### src/rtl/sample_streamer.sv
// Streams entropy samples to a UART sender as hex words with CR/LF line breaks.
// Optional macro STREAMER_SEPARATOR_EN inserts a 0x20 byte between words on a line.
module sample_streamer #(
  parameter int WORDS_PER_LINE = 8,
  parameter int TOTAL_WORDS    = 1024
) (
  input  logic        CLK,
  input  logic        RST,
  input  logic        START,
  input  logic [31:0] SAMPLE,
  input  logic        SAMPLE_VALID,
  input  logic        READY,
  output logic [31:0] DATA,
  output logic        WE,
  output logic        MODE,
  output logic        BUSY,
  output logic        DONE,
  output logic        OVERFLOW
);

`ifdef STREAMER_SEPARATOR_EN
  typedef enum logic [2:0] {
    IDLE, WORD, SEP, CR, LF
  } state_t;
`else
  typedef enum logic [2:0] {
    IDLE, WORD, CR, LF
  } state_t;
`endif

  localparam logic [7:0]  WPL = 8'(WORDS_PER_LINE);
  localparam logic [15:0] TOT = 16'(TOTAL_WORDS);

  state_t      state_q, state_d;
  logic [15:0] wcnt_q, wcnt_d;
  logic [7:0]  col_q, col_d;
  logic        ovf_q, ovf_d;

  logic [31:0] mem_q [4];
  logic [1:0]  wr_q, rd_q;
  logic [2:0]  cnt_q, cnt_d;

  logic        busy_w;
  logic        pop;
  logic        push_req;
  logic        accept;
  logic        fifo_clr;
  logic        line_end;
  logic        dump_end;
  logic        we_c;
  logic        mode_c;
  logic        done_c;
  logic [31:0] data_c;

  assign busy_w   = (state_q != IDLE);
  assign push_req = busy_w && SAMPLE_VALID;
  assign accept   = push_req && (!cnt_q[2] || pop);
  assign line_end = ((col_q + 8'd1) == WPL);
  assign dump_end = ((wcnt_q + 16'd1) == TOT);

  always_comb begin
    state_d  = state_q;
    wcnt_d   = wcnt_q;
    col_d    = col_q;
    ovf_d    = ovf_q;
    fifo_clr = 1'b0;
    pop      = 1'b0;
    we_c     = 1'b0;
    mode_c   = 1'b0;
    done_c   = 1'b0;
    data_c   = 32'h0;
    unique case (state_q)
      IDLE: begin
        if (START) begin
          state_d  = WORD;
          wcnt_d   = 16'h0;
          col_d    = 8'h0;
          ovf_d    = 1'b0;
          fifo_clr = 1'b1;
        end
      end
      WORD: begin
        if (cnt_q != 3'd0 && READY) begin
          we_c   = 1'b1;
          data_c = mem_q[rd_q];
          pop    = 1'b1;
          wcnt_d = wcnt_q + 16'd1;
          col_d  = col_q + 8'd1;
          if (line_end || dump_end) begin
            state_d = CR;
          end else begin
`ifdef STREAMER_SEPARATOR_EN
            state_d = SEP;
`else
            state_d = WORD;
`endif
          end
        end
      end
`ifdef STREAMER_SEPARATOR_EN
      SEP: begin
        if (READY) begin
          we_c    = 1'b1;
          mode_c  = 1'b1;
          data_c  = 32'h20;
          state_d = WORD;
        end
      end
`endif
      CR: begin
        if (READY) begin
          we_c    = 1'b1;
          mode_c  = 1'b1;
          data_c  = 32'h0D;
          state_d = LF;
        end
      end
      LF: begin
        if (READY) begin
          we_c   = 1'b1;
          mode_c = 1'b1;
          data_c = 32'h0A;
          col_d  = 8'h0;
          if (wcnt_q == TOT) begin
            state_d = IDLE;
            done_c  = 1'b1;
          end else begin
            state_d = WORD;
          end
        end
      end
      default: state_d = IDLE;
    endcase
    // Drops only happen while busy, so this never fights the START clear.
    if (push_req && !accept) begin
      ovf_d = 1'b1;
    end
  end

  always_comb begin
    cnt_d = cnt_q;
    unique case ({accept, pop})
      2'b10:   cnt_d = cnt_q + 3'd1;
      2'b01:   cnt_d = cnt_q - 3'd1;
      default: cnt_d = cnt_q;
    endcase
  end

  always_ff @(posedge CLK) begin
    if (RST) begin
      state_q <= IDLE;
      wcnt_q  <= 16'h0;
      col_q   <= 8'h0;
      ovf_q   <= 1'b0;
    end else begin
      state_q <= state_d;
      wcnt_q  <= wcnt_d;
      col_q   <= col_d;
      ovf_q   <= ovf_d;
    end
  end

  always_ff @(posedge CLK) begin
    if (RST || fifo_clr) begin
      wr_q  <= 2'd0;
      rd_q  <= 2'd0;
      cnt_q <= 3'd0;
    end else begin
      if (accept) begin
        wr_q <= wr_q + 2'd1;
      end
      if (pop) begin
        rd_q <= rd_q + 2'd1;
      end
      cnt_q <= cnt_d;
    end
  end

  always_ff @(posedge CLK) begin
    if (!RST && !fifo_clr && accept) begin
      mem_q[wr_q] <= SAMPLE;
    end
  end

  // Reset masks outputs immediately, before the state register catches up.
  assign WE       = we_c && !RST;
  assign MODE     = mode_c && !RST;
  assign DATA     = RST ? 32'h0 : data_c;
  assign DONE     = done_c && !RST;
  assign BUSY     = busy_w && !RST;
  assign OVERFLOW = ovf_q && !RST;

endmodule

### config.mk
export PLATFORM = sky130hd
export DESIGN_NAME = sample_streamer
export DESIGN_NICKNAME = d
export VERILOG_FILES = /design/src/rtl/sample_streamer.sv
export SDC_FILE = /design/constraint.sdc
export NUM_CORES = 1
export LEC_CHECK = 0
export ABC_AREA = 1
export BUFFER_PORTS_ARGS = -buffer_cell sky130_fd_sc_hd__buf_2
export CAP_MARGIN = 0
export CORE_ASPECT_RATIO = 1.4
export CORE_MARGIN = 5
export CORE_UTILIZATION = 40
export CTS_BUF_LIST = sky130_fd_sc_hd__clkbuf_2 sky130_fd_sc_hd__clkbuf_4 sky130_fd_sc_hd__clkbuf_8
export DETAILED_ROUTE_END_ITERATION = 10
export GPL_ROUTABILITY_DRIVEN = 0
export HOLD_SLACK_MARGIN = 0.15
export PLACE_DENSITY_LB_ADDON = 0.08
export SYNTH_ARGS = -nofsm -noshare
export SYNTH_HDL_FRONTEND = slang
export SYNTH_SLANG_ARGS = --single-unit
### constraint.sdc
create_clock -name CLK -period 3.3 [get_ports CLK]
set_input_delay 0.99 -clock CLK [delete_from_list [all_inputs] [get_ports CLK]]
set_output_delay 0.99 -clock CLK [all_outputs]
set_load 0.02 [all_outputs]
After elaboration in Yosys (flattened, before gate mapping)
Memories as Yosys holds them, arrays and structs flattened. A register that Yosys moved wholly into a read port is not among the register bits.
Index checks and enable logic that the tools add are counted.
{"block": "word_totals", "reg_bits": 35, "inputBits": 37, "output_inout_bits": 37, "elab_cells": 94, "ram_bits": 128, "n_memories": 1}
{"block": "op_classes", "n_addsub": 6, "reduce_logical": 31, "mux": 37, "n_eq_ne": 12}
{"memory": "mem_q", "words": 4, "word_bits": 32, "read_ports": 1, "rd_ports_with_merged_regs": 1, "wr": 1, "line": "39", "text": "logic [31:0] mem_q [4];"}
{"op": "$pmux 32 s3", "n": 1}
{"op": "$mux 32", "n": 2}
{"op": "$eq 16x11->1 const B", "n": 2}
{"op": "$mux 16", "n": 2}
{"op": "$pmux 16 s2", "n": 1}
{"op": "$mux 8", "n": 3}
{"op": "$pmux 8 s3", "n": 1}
{"op": "$add 16x1->16 const B", "n": 1}
{"op": "$mux 1", "n": 15}
{"op": "$mux 3", "n": 4}
{"op": "$pmux 3 s4", "n": 1}
{"op": "$logic_and 1x1->1", "n": 11}
{"op": "$reduce_bool 3->1", "n": 3}
{"op": "$add 8x1->8 const B", "n": 1}
{"op": "$eq 8x4->1 const B", "n": 1}
{"op": "$mux 4", "n": 2}
{"op": "$ne 2x2->1 const B", "n": 4}
{"op": "$reduce_and 4->1", "n": 2}
{"op": "$reduce_bool 2->1", "n": 4}
{"op": "$eq 3x2->1 const B", "n": 2}
{"op": "$mux 2", "n": 3}
{"op": "$pmux 3 s2", "n": 1}
{"op": "$add 2x1->2 const B", "n": 2}
{"op": "$logic_not 1->1", "n": 4}
{"op": "11 further kinds", "n": 13}

Logic depth before layout (Yosys ltp)
Gate-level depths: netlist of run 1.
{"block": "depth", "depth_word": 10, "mapped_depth": 14, "mapped_depth_nobuf": 14}

Worst setup path before layout of run 1
No wires, ideal clock.
{"block": "synth_path", "path_type": "in2reg", "startpoint": "input port READY", "endpoint": "memory mem_q[0][0] (enable)", "path_stages": 6, "setup_time_ps": 421, "path_slack_ps": -17, "required_ps": 2879, "path_buffers": 0, "arrival_ps": 2896, "path_cell_list": "nand2_1 > nor2_1 > nor2_1 > nor2_1 > nand2_1 > nor2_1"}
{"block": "synth_via", "elab_chain_cells": 8}
{"element": "start, declared", "line": "12", "text": "input logic READY,"}
{"element": "$logic_and 1x1->1", "line": "83", "text": "if (cnt_q != 3'd0 && READY) begin"}
{"element": "$mux 1", "line": "83"}
{"element": "$mux 1", "line": "72", "text": "unique case (state_q)"}
{"element": "$logic_or 1x1->1", "line": "57", "text": "assign accept = push_req && (!cnt_q[2] || pop);"}
{"element": "$logic_and 1x1->1", "line": "57"}
{"element": "$logic_and 1x1->1", "line": "180", "text": "if (!RST && !fifo_clr && accept) begin"}
{"element": "$mux 1", "line": "180"}
{"element": "$mux 1 (implied by the code)", "line": "181", "text": "mem_q[wr_q] <= SAMPLE;"}
{"element": "end, declared", "line": "39"}
No other way between the ends.

Final worst setup path of run 1
{"block": "layout_path", "startpoint": "input port READY", "endpoint": "output port DATA[27]"}
{"block": "layout_via", "elab_chain_cells": 4}
{"element": "$logic_and 1x1->1", "line": "83"}
{"element": "$mux 32", "line": "83"}
{"element": "$pmux 32 s3", "line": "72"}
{"element": "$mux 32", "line": "188", "text": "assign DATA = RST ? 32'h0 : data_c;"}
{"element": "end, declared", "line": "13", "text": "output logic [31:0] DATA,"}
No other way between the ends.

==> results of run 1 <==
==> Yosys cell counts (all sizes together) <==
| master | instances |
|---|---|
| nor2 | 170 |
| edfxtp | 128 |
| nand2 | 95 |
| o21ai | 75 |
| a21oi | 54 |
| inv | 46 |
| dfxtp | 36 |
| clkbuf | 20 |
| nand3 | 15 |
| ha | 9 |
| buf | 8 |
| nand4 | 8 |
| o22ai | 5 |
| a32o | 4 |
| nand3b | 4 |
| xor2 | 4 |
| or2 | 3 |
| clkinv | 2 |
| nor3 | 2 |
| nor4 | 2 |
| o211ai | 2 |
| o31ai | 2 |
| o32ai | 2 |
| xnor2 | 2 |
| fa | 1 |
| o211a | 1 |
| o21a | 1 |
| o21bai | 1 |
==> final cells by class <==
cell class              instances  area (µm²)  share of cell area [%]
multi-input cells             462        2310                    27.7
clock inverters                13         134                    1.61
repair buffers                 94         598                    7.17
flip-flops and latches        164        4570                    54.8
inverters                      48         183                    2.19
clock buffers                  19         249                    2.99
well taps                     236         295                    3.54
==> state kept, by name, indices dropped and copies added (netlist names), named ones only <==
name / cells
mem_q: 128
wcnt_q: 16
col_q: 8
cnt_q: 3
rd_q: 2
state_q: 2
wr_q: 2
ovf_q: 1
==> through the flow <==
| stage | setup TNS [ps] | worst slack, ps | utilization (%) | power (mW) | cell area, µm² |
|---|---|---|---|---|---|
| after global placement | 0 | 152 | 45.4 | 2.56 | 7940 |
| after floorplan | -2140 | -16.7 | - | 2.46 | 7130 |
| after global routing | 0 | 19.3 | 47.7 | 4.07 | 8340 |
| final | 0 | 160 | 47.7 | 3.91 | 8340 |
| after detailed placement | 0 | 110 | 45.4 | 2.57 | 7940 |
| after CTS | 0 | 36.3 | 47.6 | 3.96 | 8320 |
==> path summary, 6_finish.rpt <==
kind                                  to        from  depth (start not counted)
worst max-delay path            DATA[27]       READY                          9
worst min-delay path            cnt_q[2]    cnt_q[2]                          1
worst max register to register  cnt_q[1]  state_q[1]                         13
worst min register to register  cnt_q[2]    cnt_q[2]                          1
==> kinds of logic after synthesis <==
kind of cell    count (synthesis)
simple gates                  299
flops                         164
compound gates                147
buf+inv                        76
fa+ha+maj                      10
xor+xnor                        6
==> cells in the final DEF, fill, tap and decap left out, types with 2 or more instances in the layout <==
| cell | instances |
|---|---|
| nor2_1 | 154 |
| edfxtp_1 | 128 |
| nand2_1 | 90 |
| o21ai_0 | 73 |
| buf_2 | 73 |
| a21oi_1 | 51 |
| inv_1 | 41 |
| dfxtp_1 | 33 |
| clkbuf_8 | 17 |
| nand3_1 | 15 |
| buf_4 | 15 |
| nor2_4 | 12 |
| ha_1 | 9 |
| nand4_1 | 8 |
| buf_12 | 6 |
| inv_2 | 5 |
| o22ai_1 | 5 |
| nor2_2 | 4 |
| nand2_2 | 4 |
| nand3b_1 | 4 |
| a32o_1 | 4 |
| xor2_1 | 3 |
| a21oi_2 | 3 |
| dfxtp_2 | 3 |
| clkinv_2 | 3 |
| clkinv_4 | 3 |
| o31ai_1 | 2 |
| nor4_1 | 2 |
| clkinv_1 | 2 |
| xnor2_1 | 2 |
| or2_2 | 2 |
| o211ai_1 | 2 |
| o32ai_1 | 2 |
| clkbuf_4 | 2 |
| bufinv_16 | 2 |
| clkinvlp_4 | 2 |
==> report_power, final <==
group          internal, mW  leakage (nW)  switching, mW
combinational        0.0760          1.41          0.167
clock                 0.685         0.190          0.708
sequential             2.26          1.45         0.0170
total                  3.02          3.04          0.892
==> critical path, stage by stage <==
cell and delay, ps:
buf_2 110, nand2_1 70, nor2_1 160, inv_2 80, nor2_4 110, inv_4 110, buf_4 170, a21oi_1 150
buf_2 190
==> metal layers <==
metal | up-vias | routed length [µm]
met5 | - | 29
li1 | 2570 | -
met2 | 108 | 8820
met3 | 17 | 747
met1 | 2436 | 6860
met4 | 6 | 157
==> results by group, run 1 <==
Clock tree
  • Clk Tree Root Cell: clkbuf_8
  • Clk Latency, worst-skew pair: 440 ps
  • Hold Buf Count CTS: 0
  • Clock Tree Buf Depth: 2
  • CTS Sinks: roughly 160
  • CTS tree: built
  • Worst-path clk slew: around 90 ps
  • Post-CTS Setup Repair Bufs: 0
  • Number of H-tree levels: 4
  • Post_cts resized: 0
  • CTS buffer count: 17

Global routing
  • Grt met1 use: between 10% and 20%
  • Antenna violations before repair: 3
  • Met2 usage: 30.2%
  • GR peak layer: met2
  • Pin count of the biggest net entering global routing: 65
  • Met3 Usage GRT: about 4.5%
  • GRT Overall Usage: around 17%
  • Vias in the first global route: between 5,000 and 6,000
  • Grt ovf: 0
  • Global-route wire length before repair: roughly 27,000 µm

Synthesis
  • Cell variety after synth: 40
  • Post-Synthesis Mean Instance Area: 10.2 µm²
  • YS warnings: 0
  • Seq cells post-synth: roughly 160
  • Syn_nets: ~750
  • Syn Std Cell Area: 7130 µm²
  • Simple-gate area share of the yosys netlist: about 18%
  • Gate Count Post-Synth: 702
  • Adder-cell share of the synthesized area: 1.86%
  • Synth area leaders: edfxtp_1 54%, dfxtp_1 10%, nor2_1 8.3%
  • Largest family of logic cells by synthesized area: simple AND/OR/NAND/NOR gates
  • Synth Area in XOR/XNOR: less than 1%
  • Top cell type's share of synthesized area: roughly 54%
  • Mux cell area share after synthesis: 0%
  • Synth Area in Compound Gates: between 10% and 20%
  • Seq/Total Area, Yosys: 64.0%
  • Synth area leader: edfxtp_1

STA
  • Slew @ Worst Pin: 546 ps
  • Final hold vios: 0
  • Setup violations, final: 0
  • Fin crit period: 3140 ps
  • Period utilisation layout: between 90% and 100%
  • Max Fclk: about 320 MHz
  • Fin. max-slew vios: 0
  • Hold slack: approximately 460 ps
  • RSZ-0062 raised after global routing: no
  • Clock Skew: 11.0 ps
  • Slew HR: between 60 and 70%

Detailed routing
  • Vias/cell: between 4 and 5
  • 1st-iter DRT viols: 210
  • WL/cell: ~16 µm
  • Number of remaining DRC errors: 0
  • Drt first pass iters: 4
  • Routed wire length: between 15,000 and 20,000 µm
  • Total number of vias: between 5,000 and 6,000
  • Post-route antenna net violation count: 0

Floorplan
  • Die Height: approximately 170 µm
  • Boundary pin count: 74
  • Initial Utilization: between 40% and 50%
  • Full die area: between 20,000 and 25,000 µm²
  • Area of the core: about 17,000 µm²
  • Die width: roughly 120 µm
  • Row count: 57

Setup path
  • Critical path fanouts, max: 10
  • Worst setup EP type: output port
  • Startpoint Class: primary input
  • Reg2Reg Setup Slack: between 800 and 900 ps
  • Critical path type: in -> out
  • Worst Path Required: between 2000 and 2500 ps
  • Arrival @ worst endpoint: about 2200 ps

Finish
  • Fillers: 1,632
  • Final Non-Filler Cells: slightly above 1,000
  • Diodes inserted: 0
  • Final #Nets: 834
  • Area Overhead vs Synth: 16.9%
  • Layout cell share with drive strength beyond 1: between 20 and 25%

Job
  • Max Cap Viol: 0

Hold path
  • Worst Hold Class: reg -> reg

Pwr
  • PwrDens: 469 nW/µm²
  • Worst vdd ir: 357 µV
  • P_leak: just over 3 nW

Status
  • Run status: complete, no violations

Placement
  • Post-DP HPWL: around 11,000 µm
  • Port bufs: 73
  • Placed cell count: around 1,000
Note: power is estimated with default switching activity, not from simulation.
==> run 2: changes to the inputs <==
--- a/config.mk
+++ b/config.mk
@@ -15,6 +15,7 @@
 export DETAILED_ROUTE_END_ITERATION = 10
 export GPL_ROUTABILITY_DRIVEN = 0
 export HOLD_SLACK_MARGIN = 0.15
+export MAX_ROUTING_LAYER = met4
 export PLACE_DENSITY_LB_ADDON = 0.08
 export SYNTH_ARGS = -nofsm -noshare
 export SYNTH_HDL_FRONTEND = slang
==> results by group, run 2 (synthesis gave the netlist of run 1 again) <==
Status
  • Run status: complete, no violations (unchanged)

Placement
  • Minimum setup slack after placement: 110 ps (unchanged)
  • Post-DP HPWL: 10,900 µm (unchanged)
  • Port bufs: 73 (unchanged)
  • Placed cell count: 1,004 (unchanged)

Detailed routing
  • Drt first pass iters: 4 (unchanged)
  • Number of remaining DRC errors: 0 (unchanged)
  • Routed wire length: 16,600 µm (about the same)
  • Post-route antenna net violation count: 0 (unchanged)
  • Vias/cell: 4.91 (was 4.96)
  • Total number of vias: 5,105 (was 5,137)
  • 1st-iter DRT viols: 224 (was 210)
  • WL/cell: 15.9 µm (was 16.0 µm)

Finish
  • Most frequent cells in the layout: 154 x nor2_1, 128 x edfxtp_1, 90 x nand2_1, 73 x o21ai_0, 73 x buf_2 (unchanged)
  • Final Non-Filler Cells: 1,039 (was 1,036)
  • Top reg by flops: mem_q (unchanged)
  • Max FFs per register: 128 (unchanged)
  • Layout cell share with drive strength beyond 1: 20.4% (unchanged)
  • Area Overhead vs Synth: 17.0% (was 16.9%)
  • Final Util: 47.8% (was 47.7%)
  • Most common cell after layout, fill and taps aside: nor2_1 (unchanged)
  • Largest registers: mem_q (128), wcnt_q (16), col_q (8) (unchanged)
  • Final #Nets: 834 (unchanged)

Floorplan
  • Die width: 123 µm (unchanged)
  • Full die area: 20,600 µm² (unchanged)
  • Area of the core: 17,500 µm² (unchanged)
  • Initial Utilization: 40.8% (unchanged)
  • Row count: 57 (unchanged)
  • Boundary pin count: 74 (unchanged)
  • Die Height: 168 µm (unchanged)

Setup path
  • Reg-to-reg startpoint: state_q[1] (unchanged)
  • Crit-path cells: buf_2 -> nand2_1 -> nor2_1 -> inv_2 -> nor2_4 -> inv_4 -> buf_4 -> a21oi_1 -> buf_2 (unchanged)
  • Startpoint Class: primary input (unchanged)
  • FF-to-FF path depth: 13 (unchanged)
  • Crit-path max cell delay: 190 ps (about the same)
  • Delay-heaviest family, CP: buffers and inverters (unchanged)
  • Worst flop-to-flop path endpoint: cnt_q[1] (unchanged)
  • Slowest-stage cell, CP: buf_2 (unchanged)
  • Worst Path Required: 2310 ps (about the same)
  • Critical path type: in -> out (unchanged)
  • Most used cell, CP: buf_2 (unchanged)
  • Critical path fanouts, max: 10 (unchanged)
  • Arrival @ worst endpoint: 2150 ps (about the same)
  • Reg2Reg Setup Slack: 820 ps (was 810 ps)
  • Crit path buf inv count: 5 (unchanged)
  • Worst setup EP type: output port (unchanged)

Hold path
  • Worst Hold Class: reg -> reg (unchanged)
  • Hold path start: cnt_q[2] (unchanged)
  • Hold worst-path end: cnt_q[2] (unchanged)
  • WHS Path Cells: 1 (unchanged)

STA
  • RSZ-0062 raised after global routing: no (unchanged)
  • Period utilisation layout: 95.2% (was 95.1%)
  • Slew HR: 65.1% (was 63.6%)
  • Final hold vios: 0 (unchanged)
  • Final setup margin: 158 ps (was 160 ps)
  • Fin crit period: 3140 ps (about the same)
  • Slew @ Worst Pin: 523 ps (was 546 ps)
  • Hold slack: 460 ps (about the same)
  • Max Fclk: 318 MHz (about the same)
  • Fin. max-slew vios: 0 (unchanged)
  • Setup violations, final: 0 (unchanged)
  • Clock Skew: 11.1 ps (was 11.0 ps)

Global routing
  • Pin count of the biggest net entering global routing: 65 (unchanged)
  • Vias in the first global route: 5,161 (was 5,159)
  • Global-route wire length before repair: 26,500 µm (about the same)
  • Grt ovf: 0 (unchanged)
  • Antenna violations before repair: 3 (unchanged)
  • GRT Overall Usage: 17.2% (was 16.8%)

Pwr
  • PwrDens: 469 nW/µm² (about the same)
  • Internal power: 3.02 mW (about the same)
  • Reg power frac: 58.2% (about the same)
  • Power share of the clock group: 35.6% (about the same)
  • P_leak: 3.04 nW (about the same)
  • Sw Pwr: 0.891 mW (was 0.892 mW)
  • Total power after layout: 3.91 mW (about the same)
  • Switching Fraction: 22.8% (about the same)
  • Worst vdd ir: 355 µV (was 357 µV)
  • Combinational group share of total power: 6.2% (about the same)

Clock tree
  • Number of H-tree levels: 4 (unchanged)
  • Clk Tree Root Cell: clkbuf_8 (unchanged)
  • Clk Latency, worst-skew pair: 440 ps (about the same)
  • CTS Sinks: 164 (unchanged)
  • CTS tree: built (unchanged)
  • Worst-path clk slew: 90 ps (about the same)
  • Clock Tree Buf Depth: 2 (unchanged)
  • CTS buffer count: 17 (unchanged)

Job
  • Max Cap Viol: 0 (unchanged)
[run 2: how the worst max path moves through the flow]
stage / from / end / slack, ps / cells after the start
floorplan: READY / mem_q[0][0] / -20 / 6
global placement: READY / DATA[5] / 150 / 9
detailed placement: READY / DATA[29] / 110 / 9
CTS: wcnt_q[0] / DONE / 40 / 7
global route: state_q[0] / DATA[29] / 20 / 10
finish: READY / DATA[27] / 160 / 9
[run 2: power by group through the flow]
stage | Sequential, mW | Clock (mW) | Combinational, mW
5_1_grt | 2.28 | 1.52 | 0.275
4_1_cts | 2.27 | 1.43 | 0.247
3_5_place_dp | 2.32 | 0 | 0.246
2_1_floorplan | 2.32 | 0 | 0.135
6_report | 2.28 | 1.39 | 0.243
3_3_place_gp | 2.32 | 0 | 0.240
[run 2: metrics by stage]
stage / cell area (µm²) / TNS, ps
floorplan: 7130 / -2140
global placement: 7940 / 0
detailed placement: 7940 / 0
CTS: 8320 / 0
global route: 8350 / 0
finish: 8350 / 0
[run 2: routing by layer]
metal  GRT usage (%)  vias to the layer above  wire (µm)  share of wire [%]
met1            19.6                     2426       6900                 42
met5               -                        -          0                  0
met3            4.13                        9        721                4.4
li1                -                     2575          -                  -
met2            30.2                       95       8780                 53
met4            4.43                        0        150               0.91
[run 2: area by class of cell]
type,count,area [µm²]
clock buffers,19,249
diodes,3,7.51
multi-input cells,462,2310
well taps,236,295
flip-flops and latches,164,4570
repair buffers,94,598
inverters,48,183
clock inverters,13,134
fillers,1634,9130
[run 2: repair_timing]
action	in CTS	in global routing
endpoints found under the hold margin	0	0
setup buffers	0	0
resized for setup	0	5
hold buffers	0	0
endpoints found under the setup margin	0	26
==> run 3: changes to the inputs <==
--- a/config.mk
+++ b/config.mk
@@ -11,7 +11,6 @@
 export CORE_ASPECT_RATIO = 1.4
 export CORE_MARGIN = 5
 export CORE_UTILIZATION = 40
-export CTS_BUF_LIST = sky130_fd_sc_hd__clkbuf_2 sky130_fd_sc_hd__clkbuf_4 sky130_fd_sc_hd__clkbuf_8
 export DETAILED_ROUTE_END_ITERATION = 10
 export GPL_ROUTABILITY_DRIVEN = 0
 export HOLD_SLACK_MARGIN = 0.15
==> constraint.sdc (replaced) <==
create_clock -name CLK -period 3.2 [get_ports CLK]
set_input_delay 0.96 -clock CLK [delete_from_list [all_inputs] [get_ports CLK]]
set_output_delay 0.96 -clock CLK [all_outputs]
set_load 0.02 [all_outputs]
==> results by group, run 3 (synthesis gave the netlist of run 1 again) <==
Finish
  • Final #Nets: 834 (unchanged)
  • Max FFs per register: 128 (unchanged)
  • Most frequent cells in the layout: 154 x nor2_1, 128 x edfxtp_1, 90 x nand2_1, 73 x o21ai_0, 73 x buf_2 (unchanged)
  • Area Overhead vs Synth: 20.0% (was 17.0%)
  • Top reg by flops: mem_q (unchanged)
  • Final Util: 49.0% (was 47.8%)
  • Design Area, Final: 8560 µm² (was 8350 µm²)
  • Most common cell after layout, fill and taps aside: nor2_1 (unchanged)
  • Fillers: 1,608 (was 1,634)
  • Largest registers: mem_q (128), wcnt_q (16), col_q (8) (unchanged)
  • Layout cell share with drive strength beyond 1: 20.5% (was 20.4%)

Placement
  • Placed Area: 7940 µm² (unchanged)
  • Post-DP HPWL: 10,900 µm (about the same)
  • Port bufs: 73 (unchanged)
  • Minimum setup slack after placement: 140 ps (was 110 ps)

Detailed routing
  • Drt first pass iters: 4 (unchanged)
  • Post-route antenna net violation count: 0 (unchanged)
  • 1st-iter DRT viols: 297 (was 224)
  • Vias/cell: 4.99 (was 4.91)
  • Total number of vias: 5,181 (was 5,105)
  • WL/cell: 16.1 µm (was 15.9 µm)
  • Routed wire length: 16,800 µm (was 16,600 µm)
  • Number of remaining DRC errors: 0 (unchanged)

Pwr
  • Sw Pwr: 1.07 mW (was 0.891 mW)
  • Combinational group share of total power: 5.4% (was 6.2%)
  • PwrDens: 544 nW/µm² (was 469 nW/µm²)
  • P_leak: 3.15 nW (was 3.04 nW)
  • Switching Fraction: 23.1% (was 22.8%)
  • Internal power: 3.58 mW (was 3.02 mW)
  • Reg power frac: 50.4% (was 58.2%)
  • Worst vdd ir: 361 µV (was 355 µV)
  • Power share of the clock group: 44.2% (was 35.6%)

Setup path
  • Critical path type: in -> out (unchanged)
  • Startpoint Class: primary input (unchanged)
  • Critical path fanouts, max: 21 (was 10)
  • Arrival @ worst endpoint: 2090 ps (was 2150 ps)
  • Worst setup EP type: output port (unchanged)
  • Worst Path Required: 2240 ps (was 2310 ps)
  • Crit-path max cell delay: 200 ps (was 190 ps)
  • Crit-path cells: buf_2 -> nand2_1 -> nor2_1 -> inv_2 -> nor2_4 -> inv_2 -> buf_12 -> a21oi_1 -> buf_2 (was buf_2 -> nand2_1 -> nor2_1 -> inv_2 -> nor2_4 -> inv_4 -> buf_4 -> a21oi_1 -> buf_2)
  • Slowest-stage cell, CP: buf_2 (unchanged)

Global routing
  • GRT Overall Usage: 17.3% (was 17.2%)
  • Grt ovf: 0 (unchanged)
  • Global-route wire length before repair: 26,500 µm (about the same)
  • Vias in the first global route: 5,161 (unchanged)
  • Antenna violations before repair: 3 (unchanged)
  • Pin count of the biggest net entering global routing: 65 (unchanged)

STA
  • Setup violations, final: 0 (unchanged)
  • Fin. max-slew vios: 0 (unchanged)
  • Clock Skew: 8.90 ps (was 11.1 ps)
  • Slew @ Worst Pin: 448 ps (was 523 ps)
  • TNS Setup: 0 ps (unchanged)
  • Max Fclk: roughly 330 MHz
  • Period utilisation layout: between 90% and 100%
  • Hold slack: 453 ps (was 460 ps)
  • Final hold vios: 0 (unchanged)
  • RSZ-0062 raised after global routing: no (unchanged)
  • Fin crit period: just over 3000 ps
  • Final setup margin: 150 ps (was 158 ps)
  • Slew HR: 70.1% (was 65.1%)

Floorplan
  • Die width: 123 µm (unchanged)
  • Full die area: 20,600 µm² (unchanged)
  • Area of the core: 17,500 µm² (unchanged)
  • Row count: 57 (unchanged)
  • Die Height: 168 µm (unchanged)
  • Initial Utilization: 40.8% (unchanged)
  • Boundary pin count: 74 (unchanged)

Clock tree
  • CTS Sinks: 164 (unchanged)
  • Hold Buf Count CTS: 0 (unchanged)
  • CTS buffer count: 17 (unchanged)
  • Clk Tree Root Cell: clkbuf_16 (was clkbuf_8)
  • Clk Latency, worst-skew pair: 420 ps (was 440 ps)
  • Clock Tree Buf Depth: 2 (unchanged)
  • CTS tree: built (unchanged)
  • Number of H-tree levels: 4 (unchanged)
  • Worst-path clk slew: 60 ps (was 90 ps)

Status
  • Run status: complete, no violations (unchanged)

Job
  • Max Cap Viol: 0 (unchanged)

Hold path
  • Worst Hold Class: reg -> reg (unchanged)
## run 3: power groups by stage
stage / Clock (mW) / Combinational [mW] / Sequential, mW
detailed placement: 0 / 0.253 / 2.40
global route: 2.19 / 0.283 / 2.35
finish: 2.06 / 0.252 / 2.35
floorplan: 0 / 0.139 / 2.39
global placement: 0 / 0.247 / 2.39
CTS: 2.10 / 0.254 / 2.35
## run 3: final timing paths
kind                                  end       start  depth (start not counted)  slack, ps
worst max-delay path             DATA[30]       READY                          9        150
worst min-delay path            flip-flop     rd_q[1]                          2        450
worst max register to register   cnt_q[1]  state_q[0]                         14        700
worst min register to register  flip-flop     rd_q[1]                          2        450
## run 3: final cells by class
| class | count | area (µm²) | area share (%) |
|---|---|---|---|
| flip-flops and latches | 164 | 4570 | 53.4 |
| clock inverters | 15 | 166 | 1.94 |
| clock buffers | 17 | 425 | 4.97 |
| well taps | 236 | 295 | 3.45 |
| multi-input cells | 462 | 2320 | 27.1 |
| repair buffers | 94 | 598 | 6.99 |
| diodes | 3 | 7.51 | 0.0877 |
| inverters | 48 | 180 | 2.11 |
## run 3: worst max-delay path, delay by kind of cell
kind            cells  cell delay (ps)
compound gates      1              170
buf+inv             5              600
simple gates        3              330
## run 3: repair_timing
item	4_1_cts	5_1_grt
endpoints found under the setup margin	1	16
gates cloned	0	0
setup buffers	0	0
resized for setup	1	2
## run 3: through the flow
step	std cells	total power, mW
after detailed placement	1004	2.65
after floorplan	702	2.53
final	1039	4.66
after global routing	1039	4.83
after global placement	1004	2.64
after CTS	1036	4.70
## run 3: routing by layer
layer  part of all wire [%]  up-vias  track usage [%]  wire [µm]
met5                      0        -                -          0
met4                    1.3        0             4.73        224
met3                    4.1       15             4.30        691
met2                     52      105             29.2       8630
met1                     43     2482             20.4       7210
li1                       -     2579                -          -
